### src/rtl/evu_pkg.sv
// Shared types and constants for the event counter bank.
// Latency: n/a (types, constants and one pure function only).
// Backpressure: n/a.
package evu_pkg;

  // Width of one mux event-select field.
  localparam int EVU_SEL_W = 4;

  // Word offsets inside one counter's 4-word register window.
  localparam logic [1:0] EVU_CTRL   = 2'd0;
  localparam logic [1:0] EVU_COUNT  = 2'd1;
  localparam logic [1:0] EVU_THRESH = 2'd2;
  localparam logic [1:0] EVU_STATUS = 2'd3;

  // STATUS bit positions.
  localparam int EVU_ST_OVF = 0;
  localparam int EVU_ST_THR = 1;

  typedef struct packed {
    logic [EVU_SEL_W-1:0] sel;
    logic                 freeze;
    logic                 irq_en;
    logic                 en;
  } evu_ctrl_t;

  typedef enum logic [1:0] {
    IDLE   = 2'd0,
    RUN    = 2'd1,
    FROZEN = 2'd2
  } evu_state_e;

  // CTRL as seen on the register bus: bit3 is a read-as-zero hole.
  function automatic logic [7:0] evu_ctrl_pack(input evu_ctrl_t c);
    return {c.sel, 1'b0, c.freeze, c.irq_en, c.en};
  endfunction

endpackage

### src/rtl/evu_counter_slice.sv
// One event counter: CTRL/COUNT/THRESH/STATUS registers plus IDLE/RUN/FROZEN FSM.
// Latency: an event counts at the next clock edge; writes take effect at the edge they are issued on.
// Backpressure: none; write strobes are accepted every cycle.
// Ports: clk_i/rst_i clock and async active-high reset; event_i mux event; debug_mode_i inhibit;
//        *_we_i per-register write strobes with wdata_i; ctrl_o/count_o/thresh_o/status_o register
//        state for the read mux; irq_o this counter's (unregistered) interrupt contribution.
module evu_counter_slice
  import evu_pkg::*;
#(
  parameter int CNT_WIDTH = 64
) (
  input  logic                 clk_i,
  input  logic                 rst_i,
  input  logic                 event_i,
  input  logic                 debug_mode_i,
  input  logic                 ctrl_we_i,
  input  logic                 count_we_i,
  input  logic                 thresh_we_i,
  input  logic                 status_we_i,
  input  logic [CNT_WIDTH-1:0] wdata_i,
  output evu_ctrl_t            ctrl_o,
  output logic [CNT_WIDTH-1:0] count_o,
  output logic [CNT_WIDTH-1:0] thresh_o,
  output logic [1:0]           status_o,
  output logic                 irq_o
);

  evu_ctrl_t            ctrl_q, ctrl_d;
  logic [CNT_WIDTH-1:0] count_q, count_d;
  logic [CNT_WIDTH-1:0] thresh_q, thresh_d;
  logic [1:0]           status_q, status_d;
  evu_state_e           state_q, state_d;

  logic                 inc;
  logic                 ovf;
  logic                 thr_hit;
  logic [CNT_WIDTH-1:0] cnt_plus;

  always_comb begin
    // Increment is judged on the current (pre-write) state, so a CTRL write
    // in the same cycle does not affect whether this cycle's event counts.
    inc      = (state_q == RUN) && event_i && !debug_mode_i;
    cnt_plus = count_q + CNT_WIDTH'(1);
    // A COUNT write drops the colliding increment, including its overflow.
    ovf      = inc && (&count_q) && !count_we_i;

    ctrl_d = ctrl_q;
    if (ctrl_we_i) begin
      ctrl_d.en     = wdata_i[0];
      ctrl_d.irq_en = wdata_i[1];
      ctrl_d.freeze = wdata_i[2];
      ctrl_d.sel    = wdata_i[7:4];
    end

    count_d = count_q;
    if (count_we_i) begin
      count_d = wdata_i;
    end else if (inc && !(ovf && ctrl_q.freeze)) begin
      count_d = cnt_plus;  // wraps to 0 on overflow without freeze
    end

    thresh_d = thresh_q;
    if (thresh_we_i) begin
      thresh_d = wdata_i;
    end

    // Post-increment comparison; THRESH of 0 disables the match.
    thr_hit = inc && !count_we_i && (thresh_q != '0) && (count_d == thresh_q);

    // Sticky bits; a W1C in the same cycle wins over the hardware set.
    status_d[EVU_ST_OVF] = (status_q[EVU_ST_OVF] | ovf)
                           & ~(status_we_i & wdata_i[EVU_ST_OVF]);
    status_d[EVU_ST_THR] = (status_q[EVU_ST_THR] | thr_hit)
                           & ~(status_we_i & wdata_i[EVU_ST_THR]);

    state_d = state_q;
    if (ctrl_we_i) begin
      state_d = wdata_i[0] ? RUN : IDLE;
    end else if (count_we_i && (state_q == FROZEN)) begin
      state_d = ctrl_q.en ? RUN : IDLE;
    end else if (ovf && ctrl_q.freeze) begin
      state_d = FROZEN;
    end
  end

  always_ff @(posedge clk_i or posedge rst_i) begin
    if (rst_i) begin
      ctrl_q   <= '0;
      count_q  <= '0;
      thresh_q <= '0;
      status_q <= '0;
      state_q  <= IDLE;
    end else begin
      ctrl_q   <= ctrl_d;
      count_q  <= count_d;
      thresh_q <= thresh_d;
      status_q <= status_d;
      state_q  <= state_d;
    end
  end

  assign ctrl_o   = ctrl_q;
  assign count_o  = count_q;
  assign thresh_o = thresh_q;
  assign status_o = status_q;
  assign irq_o    = ctrl_q.irq_en & (|status_q);

endmodule

### src/rtl/evu_counter_bank.sv
// Bank of programmable event counters feeding per-counter mux selects, with a CSR register port.
// Latency: read data and rvalid one cycle after the request; writes complete in the request cycle; irq registered.
// Backpressure: none; the register port accepts one access every cycle.
// Ports: clk_i/rst_i clock and async active-high reset; event_i per-counter events; sel_o 4-bit
//        select per counter; debug_mode_i count inhibit; reg_* single-cycle register port; irq_o interrupt.
module evu_counter_bank
  import evu_pkg::*;
#(
  parameter int NR_COUNTERS = 4,
  parameter int CNT_WIDTH   = 64,
  parameter int DATA_WIDTH  = 64,
  parameter int ADDR_WIDTH  = $clog2(NR_COUNTERS) + 2
) (
  input  logic                         clk_i,
  input  logic                         rst_i,
  input  logic [NR_COUNTERS-1:0]       event_i,
  output logic [NR_COUNTERS*4-1:0]     sel_o,
  input  logic                         debug_mode_i,
  input  logic                         reg_req_i,
  input  logic                         reg_we_i,
  input  logic [ADDR_WIDTH-1:0]        reg_addr_i,
  input  logic [DATA_WIDTH-1:0]        reg_wdata_i,
  output logic                         reg_rvalid_o,
  output logic [DATA_WIDTH-1:0]        reg_rdata_o,
  output logic                         irq_o
);

  // Counter index kept at full address width so index values beyond
  // NR_COUNTERS stay distinguishable (they decode to nothing).
  logic [ADDR_WIDTH-1:0] idx;
  logic [1:0]            off;

  evu_ctrl_t            ctrl_arr   [NR_COUNTERS];
  logic [CNT_WIDTH-1:0] count_arr  [NR_COUNTERS];
  logic [CNT_WIDTH-1:0] thresh_arr [NR_COUNTERS];
  logic [1:0]           status_arr [NR_COUNTERS];
  logic [NR_COUNTERS-1:0] irq_vec;

  logic                  rvalid_q, rvalid_d;
  logic [DATA_WIDTH-1:0] rdata_q, rdata_d;
  logic                  irq_q, irq_d;
  logic [DATA_WIDTH-1:0] rd_word;

  assign idx = reg_addr_i >> 2;
  assign off = reg_addr_i[1:0];

  for (genvar i = 0; i < NR_COUNTERS; i++) begin : g_slice
    logic wr_hit;
    assign wr_hit = reg_req_i && reg_we_i && (idx == ADDR_WIDTH'(i));

    evu_counter_slice #(
      .CNT_WIDTH (CNT_WIDTH)
    ) u_slice (
      .clk_i        (clk_i),
      .rst_i        (rst_i),
      .event_i      (event_i[i]),
      .debug_mode_i (debug_mode_i),
      .ctrl_we_i    (wr_hit && (off == EVU_CTRL)),
      .count_we_i   (wr_hit && (off == EVU_COUNT)),
      .thresh_we_i  (wr_hit && (off == EVU_THRESH)),
      .status_we_i  (wr_hit && (off == EVU_STATUS)),
      .wdata_i      (reg_wdata_i[CNT_WIDTH-1:0]),
      .ctrl_o       (ctrl_arr[i]),
      .count_o      (count_arr[i]),
      .thresh_o     (thresh_arr[i]),
      .status_o     (status_arr[i]),
      .irq_o        (irq_vec[i])
    );

    assign sel_o[4*i +: 4] = ctrl_arr[i].sel;
  end

  // Read mux over pre-update register values; unmapped indices return 0.
  always_comb begin
    rd_word = '0;
    for (int k = 0; k < NR_COUNTERS; k++) begin
      if (idx == ADDR_WIDTH'(k)) begin
        case (off)
          EVU_CTRL:   rd_word[7:0]           = evu_ctrl_pack(ctrl_arr[k]);
          EVU_COUNT:  rd_word[CNT_WIDTH-1:0] = count_arr[k];
          EVU_THRESH: rd_word[CNT_WIDTH-1:0] = thresh_arr[k];
          default:    rd_word[1:0]           = status_arr[k];
        endcase
      end
    end
  end

  always_comb begin
    rvalid_d = reg_req_i && !reg_we_i;
    rdata_d  = rvalid_d ? rd_word : rdata_q;  // hold last read data
    irq_d    = |irq_vec;
  end

  always_ff @(posedge clk_i or posedge rst_i) begin
    if (rst_i) begin
      rvalid_q <= 1'b0;
      rdata_q  <= '0;
      irq_q    <= 1'b0;
    end else begin
      rvalid_q <= rvalid_d;
      rdata_q  <= rdata_d;
      irq_q    <= irq_d;
    end
  end

  assign reg_rvalid_o = rvalid_q;
  assign reg_rdata_o  = rdata_q;
  assign irq_o        = irq_q;

endmodule

### config.mk
export PLATFORM = sky130hd
export DESIGN_NAME = evu_counter_bank
export DESIGN_NICKNAME = d
export VERILOG_FILES = /design/src/rtl/evu_pkg.sv /design/src/rtl/evu_counter_slice.sv /design/src/rtl/evu_counter_bank.sv
export SDC_FILE = /design/constraint.sdc
export NUM_CORES = 2
export LEC_CHECK = 0
export ABC_AREA = 1
export BUFFER_PORTS_ARGS = -buffer_cell sky130_fd_sc_hd__buf_4
export CORE_MARGIN = 5
export CORE_UTILIZATION = 40
export DETAILED_ROUTE_END_ITERATION = 8
export PLACE_DENSITY_LB_ADDON = 0.08
export SLEW_MARGIN = 25
export SYNTH_ARGS = -nofsm -noshare
export SYNTH_HDL_FRONTEND = slang
export SYNTH_SLANG_ARGS = --single-unit
export TNS_END_PERCENT = 100
### constraint.sdc
create_clock -name clk_i -period 20.1 [get_ports clk_i]
set_input_delay 1.005 -clock clk_i [delete_from_list [all_inputs] [get_ports clk_i]]
set_output_delay 1.005 -clock clk_i [all_outputs]
set_load 0.01 [all_outputs]
# Yosys cells after proc, flatten, opt, wreduce, memory -nomap -nowiden

Index checks and enable logic that the tools add are counted.

Bits in registers: 622
Output and inout port bits: 82

$add $sub $neg: 4
Equality and inequality tests: 18
Muxes and demuxes: 41
Bitwise logic cells: 36
Reductions and logical operators: 91

Operators with widths:

| kind                                                            | count |
|---|---|
| 64-bit two-way mux                                              | 12 |
| 56-bit one-hot mux with 2 select lines                          | 4 |
| 64-bit by 1-bit adder with 64-bit output, second input constant | 4 |
| 64-bit == test                                                  | 4 |
| 64-bit AND reduction                                            | 4 |
| 64-bit nonzero test                                             | 4 |
| 6-bit one-hot mux with 3 select lines                           | 4 |
| 1-bit logical AND                                               | 62 |
| 2-bit two-way mux                                               | 12 |
| 2-bit one-hot mux with 3 select lines                           | 4 |
| 1-bit bitwise AND                                               | 20 |
| 2-bit == test, second input constant                            | 8 |
| 2-bit by 1-bit == test with 1-bit output, second input constant | 6 |
| 3-bit nonzero test                                              | 4 |
| 1-bit zero test                                                 | 10 |
| 1-bit inverter                                                  | 8 |
| 1-bit bitwise OR                                                | 8 |
| 2-bit OR reduction                                              | 4 |
| 1-bit two-way mux                                               | 5 |
| 4-bit zero test                                                 | 1 |
| 4-bit OR reduction                                              | 1 |
| 2-bit zero test                                                 | 1 |

# Longest topological paths before layout

Depth after elaboration: 14
Gate-level depth with buffers: 25
Mapped depth without buffers: 24

# By module

A second synthesis with hierarchy kept.

Cells, all modules: 8,122
Area total of the unflattened synthesis: 48,033.6 µm²

Modules (own cells, without submodules):

| module                                     | instances | cells each | area each (µm²) | seq. area each (µm²) |
|---|---|---|---|---|
| evu_counter_slice (g_slice[1].u_slice ...) | 3         | 1,652      | 10,098.4        | 3,478.3 |
| evu_counter_slice (g_slice[0].u_slice)     | 1         | 1,648      | 10,007.1        | 3,478.3 |
| evu_counter_bank                           | 1         | 1,518      | 7,731.2         | 1,651.6 |

# Worst setup path after synthesis

Ideal clock, no wire load.

Path kind: input port to flip-flop
From: input reg_addr_i[1]
To: register g_slice[3].u_slice.status_q[1]
Library setup time: 0.077 ns
Arrival time: 3.247 ns
Path slack: 16.776 ns
Stages: 24
Path through: inv_1 > ha_1 > clkbuf_1 > nand2_1 > nand2_1 > nor2_1 > nand3_4 > nand2_2 > buf_4 > buf_4 > nand2_1 > nand2_1 > nand2_1 > nand2_1 > inv_2 > nand2_1 > nand2_1 > nor2_1 > nand2_1 > nor2_1 > nand2_1 > nor2_1 > nand2_1 > a21oi_1

Cells in the longest elaborated chain, start to end: 13

Ends and longest elaborated chain:

| element                                    | line                    | RTL |
|---|---|---|
| start: declaration                         | evu_counter_bank.sv:21  | `input logic [ADDR_WIDTH-1:0] reg_addr_i,` |
| 2-bit by 1-bit == test with 1-bit output * | evu_counter_bank.sv:59  | `.count_we_i (wr_hit && (off == EVU_COUNT)),` |
| 1-bit logical AND *                        | evu_counter_bank.sv:59  |  |
| 1-bit zero test                            | evu_counter_slice.sv:45 | `ovf = inc && (&count_q) && !count_we_i;` |
| 1-bit logical AND                          | evu_counter_slice.sv:45 |  |
| 1-bit logical AND                          | evu_counter_slice.sv:58 | `end else if (inc && !(ovf && ctrl_q.freeze)) begin` |
| 1-bit zero test                            | evu_counter_slice.sv:58 |  |
| 1-bit logical AND                          | evu_counter_slice.sv:58 |  |
| 64-bit two-way mux                         | evu_counter_slice.sv:58 |  |
| 64-bit two-way mux *                       | evu_counter_slice.sv:56 | `if (count_we_i) begin` |
| net g_slice[3].u_slice.count_d[15]         | evu_counter_slice.sv:29 | `logic [CNT_WIDTH-1:0] count_q, count_d;` |
| 64-bit == test *                           | evu_counter_slice.sv:68 | `thr_hit = inc && !count_we_i && (thresh_q != '0) && (count_d == thresh_q);` |
| 1-bit logical AND *                        | evu_counter_slice.sv:68 |  |
| 1-bit bitwise OR *                         | evu_counter_slice.sv:73 | `status_d[EVU_ST_THR] = (status_q[EVU_ST_THR] \| thr_hit)` |
| 1-bit bitwise AND *                        | evu_counter_slice.sv:74 | `& ~(status_we_i & wdata_i[EVU_ST_THR]);` |
| net g_slice[3].u_slice.status_d[1]         | evu_counter_slice.sv:31 | `logic [1:0] status_q, status_d;` |
| end signal: assignment                     | evu_counter_slice.sv:97 | `status_q <= status_d;` |
| end: declaration                           | evu_counter_slice.sv:31 |  |

The timed path passes the listed nets; every way through them passes the cells marked *.
A chain may end at the register's enable or synchronous reset.

# Final worst setup path

From: register g_slice[0].u_slice.count_q[0]
To: register g_slice[0].u_slice.status_q[1]

Cells in the longest elaborated chain, start to end: 12

Ends and longest elaborated chain:

| element                                                                                          | line                    | RTL |
|---|---|---|
| start: declaration                                                                               | evu_counter_slice.sv:29 |  |
| start signal: assignment                                                                         | evu_counter_slice.sv:95 | `count_q <= count_d;` |
| parallel branches: the longest is 6 deep, another holds 64-bit by 1-bit adder with 64-bit output | --                      |  |
| 64-bit two-way mux *                                                                             | evu_counter_slice.sv:58 |  |
| 64-bit two-way mux *                                                                             | evu_counter_slice.sv:56 |  |
| 64-bit == test *                                                                                 | evu_counter_slice.sv:68 |  |
| 1-bit logical AND *                                                                              | evu_counter_slice.sv:68 |  |
| 1-bit bitwise OR *                                                                               | evu_counter_slice.sv:73 |  |
| 1-bit bitwise AND *                                                                              | evu_counter_slice.sv:74 |  |
| net g_slice[0].u_slice.status_d[1]                                                               | evu_counter_slice.sv:31 |  |
| end signal: assignment                                                                           | evu_counter_slice.sv:97 |  |
| end: declaration                                                                                 | evu_counter_slice.sv:31 |  |

Mark *: on every way through the listed nets, which the timed path passes.

==> impl_metrics.toml <==
[setup_path]
cell_type_with_the_highest_occurrence_count_on_the_critical_path = "sky130_fd_sc_hd__nand2_1"
crit_buf_inv = 3
worst_setup_path_end_kind = "flip-flop"
worst-endpoint-arrival_ns = 6.24
crit_path_cell_trace = "ha_1 -> nand3_1 -> inv_1 -> nand2_1 -> nor2_2 -> nand2_1 -> inv_1 -> nand3_4 -> nand2_4 -> inv_2 -> nand2_1 -> nand2_1 -> nand2_1 -> nand2_1 -> nand2_1 -> nand2_1 -> nor2_1 -> nand2_1 -> nor2_1 -> nand2_1 -> nor2_1 -> nand2_1 -> a21oi_1"
timing_worst_setup_path_type = "flip-flop to flip-flop"
worst-endpoint-required_ns = 20.73
type_of_element_launching_the_critical_path = "flip-flop"
path_max_fanout = 63
top_delay_family_on_crit_path = "simple AND/OR/NAND/NOR gates"
crit_path_max_incr_delay_ns = 0.86
critPathSlowestCell = "sky130_fd_sc_hd__nand2_4"

[timing]
setup_viol = 0
report.final.slew_viol_count = 0
final_period_minus_worst_setup_slack_ns = 5.60
maxClockFrequency_ghz = 0.178
max_slew_margin = 0.163
worst_clock_skew_ns = 0.0323
setup_tns_ns = 0
worst_margin_pin_slew_ns = 1.24
share_of_the_clock_period_used_by_the_worst_path = 0.279
rsz0062_at_grt = "false"
final_hold_viol_count = 0

[power_and_ir_drop]
power_per_cell_area_mw_per_mm2 = 126
cellLeakagePower_nw = 26.3
vdd.ir_drop.worst_uv = 81.3
power.total_mw = 6.46

[synthesis]
post_synthesis_net_count = 7673
postSynthCellCount = 7587
async_flop_share = 1.00
postSynthAreaPerCell_um2 = 6.04
synth-seq-area-share = 0.339
netlist_area_mm2 = 0.0458
ys_types = 43
yosysWarningCount = 0
postSynth.topFlopCell = "sky130_fd_sc_hd__dfrtp_1"
synth-edff-count = 0
ys_ff_latch = 622

[status]
outcome = "complete, no violations"

[finish]
syn_to_layout_area_delta_pct = 11.5
num-nets-final = 7665
layout_commonest_cell = "sky130_fd_sc_hd__nand2_1"
layout.cells.non_filler = 9179
finalCoreUtilization = 0.448
layout.cells.most_common_list = "sky130_fd_sc_hd__nand2_1 (2993), sky130_fd_sc_hd__inv_1 (891), sky130_fd_sc_hd__nand3_1 (854)"
drive_above_1_share = 0.0546

[routing]
route.detailed.vias_per_inst = 5.85
routed_wirelength_um = 264000
num_vias = 53657
wl_per_cell_um = 28.7
drt.antenna.violating_nets = 0
first_pass_iters = 7
drt_first_iter_violations = 7782
post-route-drc-count = 0

[run]
max_cap_violations = 0

[grt]
vias_in_the_first_global_route = 48056
grt_pass1_wl_um = 364000
globalRouteOverflowTotal = 0
grt_antenna_before_repair = 29
grt.total_usage = 0.418
grt_start_max_net_pins = 129

[die]
die_area_mm2 = 0.121
die_y_um = 349
placement_rows = 124
initial_core_util = 0.402
die_outline_width_um = 349
ios = 159
floorplan.core_area_mm2 = 0.114

[placed_design]
global_placer_s_final_weighted_congestion = 1.09
detailedPlacementHpwl_um = 201000
placedCellCount = 9009
port_buffers = 158

[cts]
cts-buffers-inserted = 80
ctsResizeCount = 0
tritoncts_num_sinks = 622
tritoncts = "done"
cts_hold_buf = 0
clockRootBuffer = "sky130_fd_sc_hd__clkbuf_16"
clk_pin_slew_worst_paths_ns = 0.06
worstSkewPairLatency_ns = 0.72
cts_htree_levels = 3
setup_fix_bufs_post_cts = 0
max-clock-path-buffers = 3

[min_path]
min-delay-path-class = "input pin to asynchronous set/reset pin"
==> where the power goes <==
group | total, mW | switching (mW) | leakage, nW | internal, mW
Clock | 1.55 | 0.645 | 1.33 | 0.905
Combinational | 2.84 | 2.03 | 17.5 | 0.816
Sequential | 2.07 | 0.486 | 7.44 | 1.58
==> routing by layer <==
layer | vias up | wire, um | track usage
li1 | 24202 | - | -
met1 | 25714 | 107000 | 0.565
met2 | 3101 | 107000 | 0.589
met3 | 628 | 30000 | 0.118
met4 | 12 | 19400 | 0.260
met5 | - | 75 | 0
==> path summary, 6_finish.rpt <==
kind,from,cells past startpoint,slack (ns),to
max,g_slice[0].u_slice.count_o[0],23,14.50,g_slice[0].u_slice.status_o[1]
min,rst_i,2,0.41,g_slice[2].u_slice.thresh_o[23]
max reg2reg,g_slice[0].u_slice.count_o[0],23,14.50,g_slice[0].u_slice.status_o[1]
min reg2reg,reg_rdata_o[51],2,0.49,reg_rdata_o[51]
max in group asynchronous,rst_i,5,17.00,g_slice[1].u_slice.count_o[46]
min in group clk_i,reg_rdata_o[51],2,0.49,reg_rdata_o[51]
==> cells in the mapped netlist (2+ instances only) <==
library cell	instances	area, um2
sky130_fd_sc_hd__and2_1	3	18.8
sky130_fd_sc_hd__nand3b_1	21	158
sky130_fd_sc_hd__a211oi_1	4	30.0
sky130_fd_sc_hd__inv_2	11	41.3
sky130_fd_sc_hd__a221oi_1	3	26.3
sky130_fd_sc_hd__clkbuf_1	238	893
sky130_fd_sc_hd__o21ai_1	5	25.0
sky130_fd_sc_hd__ha_1	9	113
sky130_fd_sc_hd__a31oi_1	63	394
sky130_fd_sc_hd__buf_1	43	161
sky130_fd_sc_hd__nor4_1	46	288
sky130_fd_sc_hd__nand3_1	856	4280
sky130_fd_sc_hd__nor3_1	16	80.1
sky130_fd_sc_hd__clkinv_1	2	7.51
sky130_fd_sc_hd__nand2_2	2	12.5
sky130_fd_sc_hd__o211ai_1	2	15.0
sky130_fd_sc_hd__o31ai_1	6	45.0
sky130_fd_sc_hd__nand2_1	2999	11300
sky130_fd_sc_hd__nor3_4	2	32.5
sky130_fd_sc_hd__nor2_1	722	2710
sky130_fd_sc_hd__inv_1	896	3360
sky130_fd_sc_hd__nand3_4	3	52.6
sky130_fd_sc_hd__nor2_2	4	25.0
sky130_fd_sc_hd__xor2_1	139	1220
sky130_fd_sc_hd__o311ai_0	6	52.6
sky130_fd_sc_hd__xnor2_1	3	26.3
sky130_fd_sc_hd__nand4_1	123	769
sky130_fd_sc_hd__o21ai_0	394	1970
sky130_fd_sc_hd__buf_4	30	225
sky130_fd_sc_hd__a21oi_1	28	140
sky130_fd_sc_hd__o22ai_1	234	1460
sky130_fd_sc_hd__buf_2	21	105
sky130_fd_sc_hd__nand2_4	2	22.5
sky130_fd_sc_hd__dfrtp_1	622	15600
sky130_fd_sc_hd__o221ai_1	21	184
==> per-stage QoR <==
stage	worst slack, ns	hold slack, ns	area [um2]
6_report	14.50	0.413	51100
2_1_floorplan	1.68	0.468	45800
3_3_place_gp	14.03	0.472	48300
5_1_grt	14.27	0.466	51100
3_5_place_dp	13.98	0.476	48300
4_1_cts	14.64	0.437	51000
==> state kept, by name (all words and copies together), names as in the netlist <==
| signal | cells |
|---|---|
| g_slice.u_slice.count_o | 256 |
| g_slice.u_slice.ctrl_o | 28 |
| g_slice.u_slice.state_q | 8 |
| g_slice.u_slice.status_o | 8 |
| g_slice.u_slice.thresh_o | 256 |
| irq_o | 1 |
| reg_rdata_o | 64 |
| reg_rvalid_o | 1 |
==> final cells by class <==
| type | instances | area, um2 |
|---|---|---|
| Fill cell | 12339 | 62900 |
| Multi-Input combinational cell | 5724 | 25600 |
| Sequential cell | 622 | 15600 |
| Inverter | 909 | 3440 |
| Clock buffer | 109 | 2300 |
| Tap cell | 1512 | 1890 |
| Timing Repair Buffer | 242 | 1860 |
| Clock inverter | 33 | 410 |
| Antenna cell | 28 | 70.1 |
==> cells by family (layout without fill, tap and decap cells) <==
kind of cell	count (synthesis)	after routing	synth area share
other cells	0	28	0
simple gates	4805	4805	0.431
flops	622	622	0.339
fa+ha+maj	9	9	0.00246
buf+inv	1241	1293	0.105
compound gates	768	768	0.0952
xor+xnor	142	142	0.0271
Note: power is estimated with default switching activity, not from simulation.
